[src/rtl/ctrl_pkg.sv]
// Shared types and opcode map for the multi-cycle sequencer.
// The op-class helper groups opcodes by the phase sequence they follow.
package ctrl_pkg;

  typedef enum logic [2:0] {
    StFetch,
    StDecode,
    StExec,
    StMdWait,
    StMem,
    StWb
  } state_t;

  typedef enum logic [2:0] {
    ClsAlu,
    ClsMd,
    ClsLoad,
    ClsStore,
    ClsBranch,
    ClsBeq,
    ClsNop
  } op_class_t;

  localparam logic [3:0] OP_MUL  = 4'b0000;
  localparam logic [3:0] OP_MULI = 4'b0001;
  localparam logic [3:0] OP_DIVI = 4'b0011;
  localparam logic [3:0] OP_ADD  = 4'b0100;
  localparam logic [3:0] OP_LDR  = 4'b0101;
  localparam logic [3:0] OP_STR  = 4'b0110;
  localparam logic [3:0] OP_B    = 4'b0111;
  localparam logic [3:0] OP_BEQ  = 4'b1000;
  localparam logic [3:0] OP_ADDI = 4'b1111;

  function automatic op_class_t op_class(input logic [3:0] op);
    op_class_t cls;
    case (op)
      OP_ADD, OP_ADDI:         cls = ClsAlu;
      OP_MUL, OP_MULI, OP_DIVI: cls = ClsMd;
      OP_LDR:                  cls = ClsLoad;
      OP_STR:                  cls = ClsStore;
      OP_B:                    cls = ClsBranch;
      OP_BEQ:                  cls = ClsBeq;
      default:                 cls = ClsNop;
    endcase
    return cls;
  endfunction

endpackage

[src/rtl/md_timeout_counter.sv]
// 8-bit wait counter for the mul/div handshake; expired marks the last allowed wait cycle.
module md_timeout_counter #(
  parameter int unsigned Timeout = 64
) (
  input  logic clk,
  input  logic rst,
  input  logic clear,
  input  logic enable,
  output logic expired
);

  localparam logic [7:0] Last = 8'(Timeout - 1);

  logic [7:0] count_q;

  always_ff @(posedge clk or posedge rst) begin
    if (rst) begin
      count_q <= 8'd0;
    end else if (clear) begin
      count_q <= 8'd0;
    end else if (enable) begin
      count_q <= count_q + 8'd1;
    end
  end

  assign expired = (count_q == Last);

endmodule

[src/rtl/multicycle_controller.sv]
// Fetch/decode/execute/memory/writeback sequencer that gates the per-opcode
// control strobes into their phase and handshakes with mul/div and data memory.
module multicycle_controller
  import ctrl_pkg::*;
#(
  parameter int unsigned MD_TIMEOUT = 64
) (
  input  logic       clk,
  input  logic       rst,
  input  logic [3:0] opcode,
  input  logic       imemAck,
  input  logic       memReady,
  input  logic       mdDone,
  input  logic       zeroFlag,
  output logic       imemReq,
  output logic       irWrite,
  output logic       pcWrite,
  output logic       pcSel,
  output logic       regWriteEn,
  output logic       flagWriteEn,
  output logic       memReadEn,
  output logic       memWriteEn,
  output logic       mdStart,
  output logic       mdFault
);

  state_t    state_q, state_d;
  logic      md_fault_q, md_fault_d;
  logic      md_expired;
  op_class_t cls;

  assign cls     = op_class(opcode);
  assign mdFault = md_fault_q;

  md_timeout_counter #(
    .Timeout(MD_TIMEOUT)
  ) u_md_timeout_counter (
    .clk    (clk),
    .rst    (rst),
    .clear  (state_q == StExec && cls == ClsMd),
    .enable (state_q == StMdWait && !mdDone),
    .expired(md_expired)
  );

  always_ff @(posedge clk or posedge rst) begin
    if (rst) begin
      state_q    <= StFetch;
      md_fault_q <= 1'b0;
    end else begin
      state_q    <= state_d;
      md_fault_q <= md_fault_d;
    end
  end

  always_comb begin
    state_d     = state_q;
    md_fault_d  = md_fault_q;
    imemReq     = 1'b0;
    irWrite     = 1'b0;
    pcWrite     = 1'b0;
    pcSel       = 1'b0;
    regWriteEn  = 1'b0;
    flagWriteEn = 1'b0;
    memReadEn   = 1'b0;
    memWriteEn  = 1'b0;
    mdStart     = 1'b0;

    unique case (state_q)
      StFetch: begin
        imemReq = 1'b1;
        if (imemAck) begin
          irWrite = 1'b1;
          pcWrite = 1'b1;
          state_d = StDecode;
        end
      end
      StDecode: state_d = StExec;
      StExec: begin
        case (cls)
          ClsAlu: begin
            flagWriteEn = 1'b1;
            state_d     = StWb;
          end
          ClsMd: begin
            mdStart = 1'b1;
            state_d = StMdWait;
          end
          ClsLoad, ClsStore: state_d = StMem;
          ClsBranch: begin
            pcWrite = 1'b1;
            pcSel   = 1'b1;
            state_d = StFetch;
          end
          ClsBeq: begin
            pcWrite = zeroFlag;
            pcSel   = 1'b1;
            state_d = StFetch;
          end
          default: state_d = StFetch;
        endcase
      end
      StMdWait: begin
        // A result arriving on the expiry cycle still takes priority over the abort.
        if (mdDone) begin
          flagWriteEn = 1'b1;
          state_d     = StWb;
        end else if (md_expired) begin
          md_fault_d = 1'b1;
          state_d    = StFetch;
        end
      end
      StMem: begin
        if (cls == ClsLoad) begin
          memReadEn = 1'b1;
          if (memReady) state_d = StWb;
        end else if (cls == ClsStore) begin
          memWriteEn = 1'b1;
          if (memReady) state_d = StFetch;
        end else begin
          state_d = StFetch;
        end
      end
      StWb: begin
        regWriteEn = 1'b1;
        state_d    = StFetch;
      end
      default: state_d = StFetch;
    endcase

    // Strobes must drop as soon as reset rises, not at the next edge.
    if (rst) begin
      imemReq     = 1'b0;
      irWrite     = 1'b0;
      pcWrite     = 1'b0;
      pcSel       = 1'b0;
      regWriteEn  = 1'b0;
      flagWriteEn = 1'b0;
      memReadEn   = 1'b0;
      memWriteEn  = 1'b0;
      mdStart     = 1'b0;
    end
  end

endmodule

[config.mk]
export PLATFORM = sky130hd
export DESIGN_NAME = multicycle_controller
export DESIGN_NICKNAME = d
export VERILOG_FILES = /design/src/rtl/ctrl_pkg.sv /design/src/rtl/md_timeout_counter.sv /design/src/rtl/multicycle_controller.sv
export SDC_FILE = /design/constraint.sdc
export NUM_CORES = 1
export LEC_CHECK = 0
export BUFFER_PORTS_ARGS = -buffer_cell sky130_fd_sc_hd__buf_4
export CAP_MARGIN = 20
export CORE_MARGIN = 5
export CORE_UTILIZATION = 60
export CTS_BUF_LIST = sky130_fd_sc_hd__clkbuf_4 sky130_fd_sc_hd__clkbuf_8
export CTS_CLUSTER_DIAMETER = 80
export DETAILED_ROUTE_END_ITERATION = 6
export PLACE_DENSITY = 0.86
export RECOVER_POWER = 100
export SETUP_SLACK_MARGIN = 0.1
export SLEW_MARGIN = 20
export SYNTH_ARGS = -nofsm -noshare
export SYNTH_HDL_FRONTEND = slang
export SYNTH_SLANG_ARGS = --single-unit
export TNS_END_PERCENT = 10
[constraint.sdc]
create_clock -name clk -period 3.7 [get_ports clk]
set_input_delay 0.37 -clock clk [delete_from_list [all_inputs] [get_ports clk]]
set_output_delay 0.37 -clock clk [all_outputs]
set_load 0.01 [all_outputs]
==> results of run 1 <==
## layer usage
layer  GRT usage, %  wire length [um]
met5              0                 0
met4          5.106                10
met3          5.325                86
met2          30.17              1065
met1          22.00               949
## state kept, by name (all words and copies together), names as in the netlist
register and cells:
u_md_timeout_counter.count_q 8, state_q 3, mdFault 1
## stage by stage
stage               setup slack (ns)  utilization (%)  power [mW]  hold slack [ns]  cells
global route                  0.9768            70.54      0.5130           0.2461    144
floorplan                      1.318                -      0.3601           0.2398    110
CTS                            1.160            75.49      0.4978           0.1617    144
detailed placement             1.173            74.03      0.4191           0.4587    141
global placement               1.192            74.03      0.4108           0.4439    141
finish                         1.088            70.54      0.4728           0.1933    144
## layout make-up
class / instances / area, um2 / area share [%]
clock buffers: 3 / 22.52 / 2.071
inverters: 6 / 22.52 / 2.071
multi-input cells: 87 / 616.8 / 56.73
flip-flops and latches: 12 / 300.3 / 27.62
well taps: 16 / 20.02 / 1.841
repair buffers: 20 / 105.1 / 9.666
## worst max path at each step
stage / start / end / slack (ns) / cells past startpoint
after detailed placement: opcode[0] / mdStart / 1.17 / 7
after global placement: opcode[0] / pcWrite / 1.19 / 7
after floorplan: opcode[0] / pcWrite / 1.32 / 5
final: opcode[0] / mdStart / 1.09 / 7
after CTS: opcode[0] / pcWrite / 1.16 / 7
after global routing: opcode[0] / mdStart / 0.98 / 7
## layout by cell type (no fill, tap or decap), types with 2 or more instances in the layout
master	n
sky130_fd_sc_hd__and3_1	3
sky130_fd_sc_hd__nand4_1	2
sky130_fd_sc_hd__ha_1	7
sky130_fd_sc_hd__clkbuf_4	3
sky130_fd_sc_hd__nor2b_1	2
sky130_fd_sc_hd__nor4_1	2
sky130_fd_sc_hd__nand3_1	4
sky130_fd_sc_hd__nor2_1	14
sky130_fd_sc_hd__o21ai_0	3
sky130_fd_sc_hd__inv_1	6
sky130_fd_sc_hd__buf_4	8
sky130_fd_sc_hd__xor2_1	7
sky130_fd_sc_hd__a31oi_1	2
sky130_fd_sc_hd__nor3_1	3
sky130_fd_sc_hd__dfrtp_1	12
sky130_fd_sc_hd__clkbuf_1	12
sky130_fd_sc_hd__or3_1	2
sky130_fd_sc_hd__nand2_1	9
sky130_fd_sc_hd__o41ai_1	2
## cells by family after synthesis
family                     Yosys count  synth area share [%]
AOI/OAI and AO/OA                   18                 15.53
xor gates and xnor gates             8                 7.071
adders and majority gates            7                 8.838
buffers and inverters               11                 4.292
DFF                                 12                 30.30
muxes                                2                 3.283
and+or+nand+nor                     52                 30.68
## power by group through the flow
stage	Clock [mW]	Sequential, mW	Combinational (mW)
after global placement	0	0.206	0.205
final	0.0775	0.207	0.188
after CTS	0.0807	0.206	0.211
after global routing	0.0877	0.212	0.213
after detailed placement	0	0.209	0.210
after floorplan	0	0.173	0.187
==> results.md, run 1 <==
- The share of async-settable or async-resettable flops after synthesis is 100.0%.
- STA classifies the critical path endpoint as an output pin.
- In the final design database the tool counted 147 nets.
- The minimum clock period after layout is 2.612 ns.
- In this run, flip-flops and latches consume 43.9% of the power.
- The count of input and output buffers is 19.
- Counting distinct cell types in the post-synthesis netlist gives 46.
- The number of antenna diodes in the final layout is 0.
- The overall fraction of global-route tracks in use is 17.95%.
- The flow ran to the end, and the final reports show no timing, DRC or antenna violations.
- Global routing finished with a remaining overflow of 0.
- The TritonCTS buffer count is 3.
- The maximum net fanout on the critical path is 5.
- The leakage power total is 0.5048 nW.
- After layout, the worst path uses 70.60% of the clock period.
- The post-CTS repair timing setup buffer count is 0.
- The arrival time at the worst endpoint is 2.24 ns.
- The critical path required time is 3.33 ns.
- The internal portion of the total power is 0.2819 mW.
- The CTS tree is yes.
- The signed area change from the synthesized netlist to the final layout is 9.722%.
- Max-cap violations in this run came to 0.
- The mean routed wirelength per cell is 14.66 um.
- The floorplan die width is 50.64 um.
- For this block, the via count after detailed routing is 875.
- The area of the mapped netlist is 991.0 um2.
- The net load switching power is 0.1908 mW.
- For this run, the number of Yosys warnings is 0.
- Setup violations remaining at the end of the flow were counted as 0.
- Once detail routing completed, the nets flagged for antenna violations numbered 0.
- Of the synthesized area, sequential elements account for 30.30%.
- The quantity of gates resized following cts is 0.
- The routability congestion estimate is 0.7561.
- Setup total negative slack on the finished layout was measured at 0 ns.
- In this run the biggest area consumer among cell types represents 30.30% of the synthesized area.
- Counting the fill cells in the layout gives 138.
- The number of storage elements in the synthesis netlist is 12.
- In the synthesized netlist, the number of instances is 110.
- For this design, the CTS-stage hold fixing added 0 buffers.
- The largest single stage delay on the critical path is 0.52 ns.
- Together, buffers and inverters on the worst path number 3.
- The synthesized design contains 0 enable-type register cells.
- The tree built by TritonCTS fans out to 12 sinks.
- The worst min-delay path class is in2async.
- Once detailed placement completed, the half-perimeter wirelength came to 1.693 mm.
- The commonest cells after synthesis are sky130_fd_sc_hd__nor2_1, sky130_fd_sc_hd__dfrtp_1, sky130_fd_sc_hd__nand2_1, sky130_fd_sc_hd__ha_1, sky130_fd_sc_hd__xor2_1.
- The number of cells traversed by the worst register-to-register path is 4.
- The starting density of the core is 64.29%.
- Averaged over all synthesized cells, the footprint is 9.009 um2.
- The clock insertion delay at the later pin of the skew report is 0.27 ns.
- The initial DRC count is 12.
- The kind of cell with the highest combined delay on the critical path is simple AND/OR/NAND/NOR gates.
- In this run, the combinational gates consume 39.7% of the power.
- The number of antenna violations at the first check in global routing is 0.
- In the routed layout, each cell is associated on average with a via count of 6.076.
- The number of pins exceeding their max-slew limit in the final report is 0.
- The worst setup slack for register-to-register paths is 1.51 ns.
- The signal on the critical path passes through clkbuf_1 > inv_1 > ha_1 > mux4_2 > or3_1 > nor3_1 > buf_4.
- The fraction of final layout cells sized beyond drive strength 1 is 13.28%.
- Entering global routing, the biggest net connects 14 pins.
- Setup repair after global routing left no endpoint under its margin.
- The highest ir drop seen on vdd is 0.3645 mV.
- No sink is reached through more buffers than the 2 on the longest clock path.
- The largest individual stage delay along the critical path comes from the cell sky130_fd_sc_hd__mux4_2.
- Timing would allow up to 382.8 MHz.
- The finished layout cell area is 1087 um2.
- The share of power burned in the clock network is 16.4%.
- The clock transition time at the flip-flop clock pins of the worst setup and hold paths is 0.07 ns.
- At the pin with the least slew margin, the transition time is 1.281 ns.
- The post-detailed-placement cell area is 1141 um2.
- The routed wire length is 2.111 mm.
- The path type of the worst setup path is in2out.
- The number of global-route vias before repair came to 832.
- When the netlist entered floorplanning its net count stood at 127.
- The most instantiated library cell after synthesis is sky130_fd_sc_hd__nor2_1.
- Across the routed clock network, the largest skew measured is 0.0009789 ns.
- The tree is rooted in a sky130_fd_sc_hd__clkbuf_4.
- The area of the core is 1541 um2.
- The number of rows in the core area is 14.
- The endpoint identified for the worst register-to-register timing path is u_md_timeout_counter.count_q[5].
- The startpoint kind of the worst setup timing path is an input port.
- The global-route wire length before repair is 3.608 mm.
- The most instantiated flip-flop cell in the synthesis netlist is sky130_fd_sc_hd__dfrtp_1.
- The chip height is 50.64 um.
- The relative slew slack is 13.78%.
- In this run the count of I/O pins placed on the die edge is 20.
- Before antenna repair, the detailed router went through 4 iterations.
- In the routed design, unresolved DRC markers number 0.
- The overall die area is 2564 um2.
- The final number of hold-violating endpoints is 0.
- The cell type with the highest aggregate area in the netlist is sky130_fd_sc_hd__dfrtp_1.
- The switching part of the total power is 40.37%.
- Yosys attributes the largest share of cell area to sky130_fd_sc_hd__dfrtp_1, sky130_fd_sc_hd__ha_1, sky130_fd_sc_hd__xor2_1.
- In this run the number of H-tree levels came out at 1.
- The ratio of total power to cell area is 434.8 nW/um2.
- The startpoint identified for the worst register-to-register timing path is state_q[2].
No activity file was read; power rests on OpenSTA's default activity.
==> inputs of run 2 (changes only) <==
Settings changed: CORE_UTILIZATION 60 to 56, PLACE_DENSITY 0.86 to 0.81.
Clock period 3.7 ns to 2.7 ns, I/O delays scaled along.
==> run 2 against run 1 <==
Effect of this change:
- clock power grew 35%
- global-route usage grew 1.0 points
- setup slack lost 0.76 ns
- flip-flop and latch count is the same
- sequential share of layout area shrank 0.35 points
- utilization shrank 6.1 points
- die area grew 5.7%
- hold slack lost 0.11 ns
- critical path depth is the same
- first-iteration DRC count grew 92%
- total power grew 38%
- register-to-register slack lost 0.94 ns
==> results.md, run 2 (same netlist as run 1, synthesis figures left out) <==
- The run finished with clean final reports.
- The initial DRC count is 23.
- Buffers added to address setup during post-CTS repair amount to 0.
- The number of vias after detailed routing is 885.
- Setup repair after global routing left no endpoint under its margin.
- In the routed layout, each cell is associated on average with a via count of 5.784.
- Summing all non-filler instances in the final layout gives an area of 1101 um2.
- The startpoint kind of the worst setup timing path is an input port.
- The final routed DRC violation total is 0.
- The clock arrives with 0.004815 ns of skew.
- The TritonCTS buffer count is 3.
- The CTS H-tree depth is 1.
- The highest ir drop seen on vdd is 0.4843 mV.
- The CTS tree is yes.
- Input and output buffers added on the ports amount to 19.
- The uppermost metal layer occupied by signal nets is met4.
- The maximum achievable frequency is 421.9 MHz.
- At the worst endpoint, the required time is 2.43 ns.
- Wire segments on met2 add up to 1.102 mm in the final route.
- The fraction of final layout cells sized beyond drive strength 1 is 14.06%.
- The overall die area is 2711 um2.
- The number of global-route vias before repair is 878.
- In this run, post-CTS hold repair placed 0 buffers.
- The count of maximum capacitance violations is 0.
- The number of pins exceeding their max-slew limit in the final report came to 0.
- The worst setup path is captured at an output pin.
- The clock transition time at the flip-flop clock pins of the worst setup and hold paths is 0.07 ns.
- In this run the count of I/O pins placed on the die edge is 20.
- From bottom edge to top edge, the die measures 52.07 um.
- The share of the clock period used by the worst path is 87.78%.
- The minimum clock period after layout is 2.370 ns.
- The maximum net fanout on the critical path is 5.
- The transition time at the pin with the least slew margin is 1.205 ns.
- The mean routed wirelength per cell is 14.12 um.
- In the layout the commonest cells are sky130_fd_sc_hd__nor2_1, sky130_fd_sc_hd__dfrtp_1, sky130_fd_sc_hd__clkbuf_1.
- The library cell used most frequently in the layout, excluding fill and tap cells, is sky130_fd_sc_hd__nor2_1.
- The clock drives 12 sinks.
- The total global routing overflow is 0.
- The first global-routing pass estimated 3.836 mm of wire.
- The antenna diode count is 0.
- The floorplan has 15 rows.
- The register with the highest flop count is u_md_timeout_counter.count_q.
- The starting density of the core is 58.02%.
- After filler insertion, the fill cell instance count of the layout stands at 160.
- In this run the standard cell core region covers 1708 um2.
- The number of nets in the finished design is 147.
- The root cell of the clock tree is sky130_fd_sc_hd__clkbuf_4.
- The ratio of total power to cell area is 591.1 nW/um2.
- In this run, post-CTS repair resized a total of 0 instances.
- The register with the most flip-flops in the layout has 8 of them.
- The min-delay analysis places its worst path in the category in2async.
- The routability congestion estimate is 0.8190.
- The number of antenna violations at the first check in global routing is 0.
- The routed wire length is 2.161 mm.
- Once detail routing completed, the nets flagged for antenna violations numbered 0.
- The path type of the worst setup path is in2out.
- Global routing consumed, over all layers together, 18.96% of the routing resources.
- The clock reaches the later pin of the worst-skew pair after 0.27 ns.
- The total routed wire length on the met1 layer is 874 um.
- The number of iterations in the first detailed-routing pass is 4.
- The area growth from synthesis to layout is 11.11%.
- Setup slack on the worst reg-to-reg path comes out at 0.57 ns.
- Data arrives at the worst endpoint at 2.10 ns.
- The setup TNS is 0 ns.
- The half-perimeter wire length after placement is 1.685 mm.
- Detailed routing placed a total of 156 um of wire on met3.
- Setup violations remaining at the end of the flow were counted as 0.
- The die is 52.07 um wide.
- The post-detailed-placement cell area is 1152 um2.
- The leakage power total is 0.5086 nW.
- The clock passes through at most 2 buffers.
- The final number of hold-violating endpoints is 0.
- Entering global routing, the biggest net connects 14 pins.
- Headroom to the max-slew limit came out at 18.94%.
## run 2: changes by cell type in the layout (fill, tap and decap cells not counted), sizes merged
cell    change
clkbuf      -1
buf         +1
## run 2: metrics by stage
stage | worst slack (ns) | hold WS, ns | util (%) | instances | power [mW]
2_1_floorplan | 0.5182 | 0.1398 | - | 110 | 0.4935
3_3_place_gp | 0.4002 | 0.3460 | 67.47 | 150 | 0.5637
3_5_place_dp | 0.3263 | 0.3648 | 67.47 | 150 | 0.5772
4_1_cts | 0.3107 | 0.06520 | 68.79 | 153 | 0.6871
5_1_grt | 0.1524 | 0.1349 | 64.47 | 153 | 0.7064
6_report | 0.3300 | 0.08367 | 64.47 | 153 | 0.6508
## run 2: layout make-up
type	instances	area [um2]	share of cell area [%]
timing repair buffer	20	108.9	9.886
sequential	12	300.3	27.27
clock buffer	3	22.52	2.045
multi-input combinational	87	615.6	55.91
inverter	6	22.52	2.045
tap	25	31.28	2.841
## run 2: worst paths after layout
path,startpoint,to,cells after the start
max in group asynchronous,rst,u_md_timeout_counter.count_q[1],2
worst max register to register,state_q[0],u_md_timeout_counter.count_q[3],4
min in group clk,mdDone,state_q[0],3
worst max-delay path,opcode[0],mdStart,7
worst min-delay path,rst,state_q[1],2
worst min register to register,mdFault,mdFault,1
## run 2: where the power goes
group,internal (mW),switching [mW],leakage [nW],total [mW]
logic,0.120,0.141,0.333,0.262
clock network,0.0517,0.0537,0.0138,0.105
registers,0.214,0.0694,0.162,0.284
total,0.386,0.264,0.509,0.651
## run 2: layer usage
layer	global-route usage (%)	up-vias
met5	0	-
met4	7.424	0
met3	5.731	5
met2	33.68	34
met1	20.78	409
li1	-	437
## run 2: worst max-delay path: stages
cell	delay, ns
sky130_fd_sc_hd__buf_4	0.12
sky130_fd_sc_hd__inv_1	0.12
sky130_fd_sc_hd__ha_1	0.27
sky130_fd_sc_hd__mux4_2	0.52
sky130_fd_sc_hd__or3_1	0.45
sky130_fd_sc_hd__nor3_1	0.20
sky130_fd_sc_hd__buf_4	0.15
==> inputs of run 3 (changes only) <==
Settings changed: PLACE_DENSITY 0.81 to 0.85.
==> run 3 against run 2 <==
Effect of this change:
- register-to-register slack improved by 0.21 ns
- combinational power increased by 8.8%
- setup slack better by 0.030 ns
- global-route usage shrank 0.21 points
- flip-flop and latch count unchanged
- sequential share of layout area decreased by 0.64 points
- sequential power shrank 7%
- clock skew decreased by 0.0018 ns
- first-iteration DRC count is 13% lower
- non-clock buffer count increased by 1
- total power rose by 6.3%
- critical path type unchanged
- critical endpoint unchanged
- largest power group is now combinational logic
==> results.md, run 3 (same netlist as run 1, synthesis figures left out) <==
- The part of the total power dissipated in sequential elements is 38.4%.
- The final number of hold-violating endpoints is 0.
- The clock transition time at the flip-flop clock pins of the worst setup and hold paths is 0.07 ns.
- The number of antenna violations at the first check in global routing is 0.
- The number of pins exceeding their max-slew limit in the final report is 0.
- The mean routed wirelength per cell is 14.09 um.
- Entering global routing, the biggest net connects 14 pins.
- The final non-filler cell total is 155.
- The master of the slowest instance on the critical path is sky130_fd_sc_hd__mux4_2.
- The root cell of the clock tree is sky130_fd_sc_hd__clkbuf_4.
- The clock insertion delay at the later pin of the skew report is 0.28 ns.
- The transition time at the pin with the least slew margin is 0.7803 ns.
- Setup repair after global routing left no endpoint under its margin.
- For the worst setup path, the data arrival time is 2.07 ns.
- The critical path contains buffers and inverters numbering 3 combined.
- In this run the remaining antenna-violating nets after routing total 0.
- The ratio of total power to cell area is 613.4 nW/um2.
- The number of rows in the core area is 15.
- The chip height is 52.07 um.
- The kind of cell with the highest combined delay along the critical path is simple AND/OR/NAND/NOR gates.
- The worst setup path is launched from an input port.
- The switching part of the total power is 39.67%.
- In this run the number of H-tree levels came out at 1.
- The share of power burned in the clock network is 20.4%.
- Summed over all failing endpoints, the final setup total negative slack is 0 ns.
- The most prevalent standard cell on the critical path is sky130_fd_sc_hd__buf_4.
- Once the clock tree was built, the resizer swapped 0 gates to a different size.
- The die covers 2711 um2.
- The internal portion of the total power is 0.4172 mW.
- Global routing finished with a remaining overflow of 0.
- The maximum cell stage delay along the critical path is 0.53 ns.
- The most common cell after layout, fill and taps aside is sky130_fd_sc_hd__nor2_1.
- Wires add up to 2.184 mm.
- The share of power burned in combinational logic is 41.2%.
- In this run the register-to-register setup slack is 0.78 ns.
- In the global route stage, overall resource usage came out at 18.76%.
- At the end of the flow, the number of nets in the layout was 148.
- The CTS tree is yes.
- In the finished design, the share of the clock period the worst path needs comes to 86.67%.
- The number of iterations in the first detailed-routing pass is 4.
- Along the worst path, the maximum fanout reaches 5.
- The register with the most flip-flops in the final layout is u_md_timeout_counter.count_q.
- Buffers inserted to repair hold after CTS numbered 0.
- The placed instance count is 151.
- In the routed design, unresolved DRC markers number 0.
- The path type of the worst setup path is in2out.
- The signed area change from the synthesized netlist to the final layout is 13.76%.
- The worst-case IR drop observed on VDD is 0.4400 mV.
- The leakage power total is 0.5208 nW.
- Routability-driven placement finished with a final weighted congestion of 0.7972.
- The first global-routing pass estimated 3.829 mm of wire.
- The smallest clock period supported by the final layout is computed as 2.340 ns.
- The kind of end point of the critical path is an output pin.
- Dividing the detail-routed via count by the number of cells gives 5.832.
- Once detailed placement completed, the half-perimeter wirelength came to 1.676 mm.
- After the first detailed-routing iteration, the DRC count stood at 20.
- The boundary pin count is 20.
- The maximum count of clock buffers along a single path is 2.
- The count of input and output buffers is 19.
- The number of setup buffers added after CTS is 0.
- The run finished with clean final reports.
- The die is 52.07 um wide.
- The net load switching power is 0.2743 mW.
- The tree built by TritonCTS fans out to 12 sinks.
- The fraction of final layout cells sized beyond drive strength 1 is 16.15%.
- The count of final setup violators is 0.
- Data on the critical path is required at its endpoint by 2.43 ns.
- The antenna diode count is 0.
- In this run the worst hold path is classified as in2async.
- The starting density of the core is 58.02%.
- The register with the most flip-flops in the layout has 8 of them.
- Counting the buffers created by CTS gives 3.
- The critical path goes through buf_4 > inv_1 > ha_1 > mux4_2 > or3_1 > nor3_2 > buf_4.
- The maximum achievable frequency is 427.3 MHz.
- The count of maximum capacitance violations is 0.
- The number of global-route vias before repair is 899.
- The worst clock skew is 0.002974 ns.
- Leaving out fill and tap cells, the most frequent cells in the layout are sky130_fd_sc_hd__nor2_1, sky130_fd_sc_hd__dfrtp_1, sky130_fd_sc_hd__clkbuf_1.
- The number of vias after detailed routing is 904.
- Headroom to the max-slew limit came out at 47.55%.
- After floorplanning, the core was sized to cover 1708 um2.
-- run 3: changes by cell type in the layout (fill, tap and decap cells not counted) --
cell                       previous run  this run
sky130_fd_sc_hd__nor3_2               0         1
sky130_fd_sc_hd__buf_4                9        10
sky130_fd_sc_hd__nor4_1               2         1
sky130_fd_sc_hd__o221ai_1             0         1
sky130_fd_sc_hd__nor3_1               3         2
sky130_fd_sc_hd__o221ai_2             1         0
sky130_fd_sc_hd__or2_1                1         0
sky130_fd_sc_hd__clkbuf_8             0         1
sky130_fd_sc_hd__or2_0                0         1
sky130_fd_sc_hd__nor4_2               0         1
-- run 3: final timing paths --
kind                            start                               to  cells past startpoint
setup / recovery            opcode[0]                          mdStart                      7
hold / removal                    rst                       state_q[1]                      2
setup reg to reg           state_q[0]  u_md_timeout_counter.count_q[0]                      5
hold reg to reg               mdFault                          mdFault                      1
max in group asynchronous         rst  u_md_timeout_counter.count_q[2]                      2
min in group clk               mdDone                       state_q[0]                      3
-- run 3: area by class of cell --
cell class              count  area (um2)
clock buffers               4       36.28
fillers                   154       580.6
inverters                   6       22.52
multi-input cells          87       620.6
flip-flops and latches     12       300.3
well taps                  25       31.28
repair buffers             21       116.4
-- run 3: metrics by stage --
step	worst slack (ns)	instance area (um2)	util [%]	total power [mW]	hold slack, ns
after global routing	0.2487	1127	66.01	0.7475	0.1292
after CTS	0.3564	1196	70.04	0.7354	0.05505
after detailed placement	0.3566	1160	67.91	0.5885	0.3472
final	0.3598	1127	66.01	0.6915	0.07771
after global placement	0.3979	1160	67.91	0.5730	0.3451
after floorplan	0.5182	991.0	-	0.4935	0.1398
-- run 3: power by group through the flow --
stage,registers (mW),logic [mW],clock network [mW]
final,0.265,0.285,0.141
after floorplan,0.237,0.257,0
after detailed placement,0.266,0.323,0
after global routing,0.272,0.322,0.154
after CTS,0.264,0.329,0.142
after global placement,0.263,0.310,0
-- run 3: routing by layer --
layer / wire, um / GRT usage (%) / part of all wire, % / vias to the layer above
met1: 912 / 21.96 / 42 / 437
met5: 0 / 0 / 0 / -
li1: - / - / - / 437
met4: 42 / 8.734 / 1.9 / 0
met3: 101 / 3.725 / 4.6 / 7
met2: 1128 / 32.43 / 52 / 23
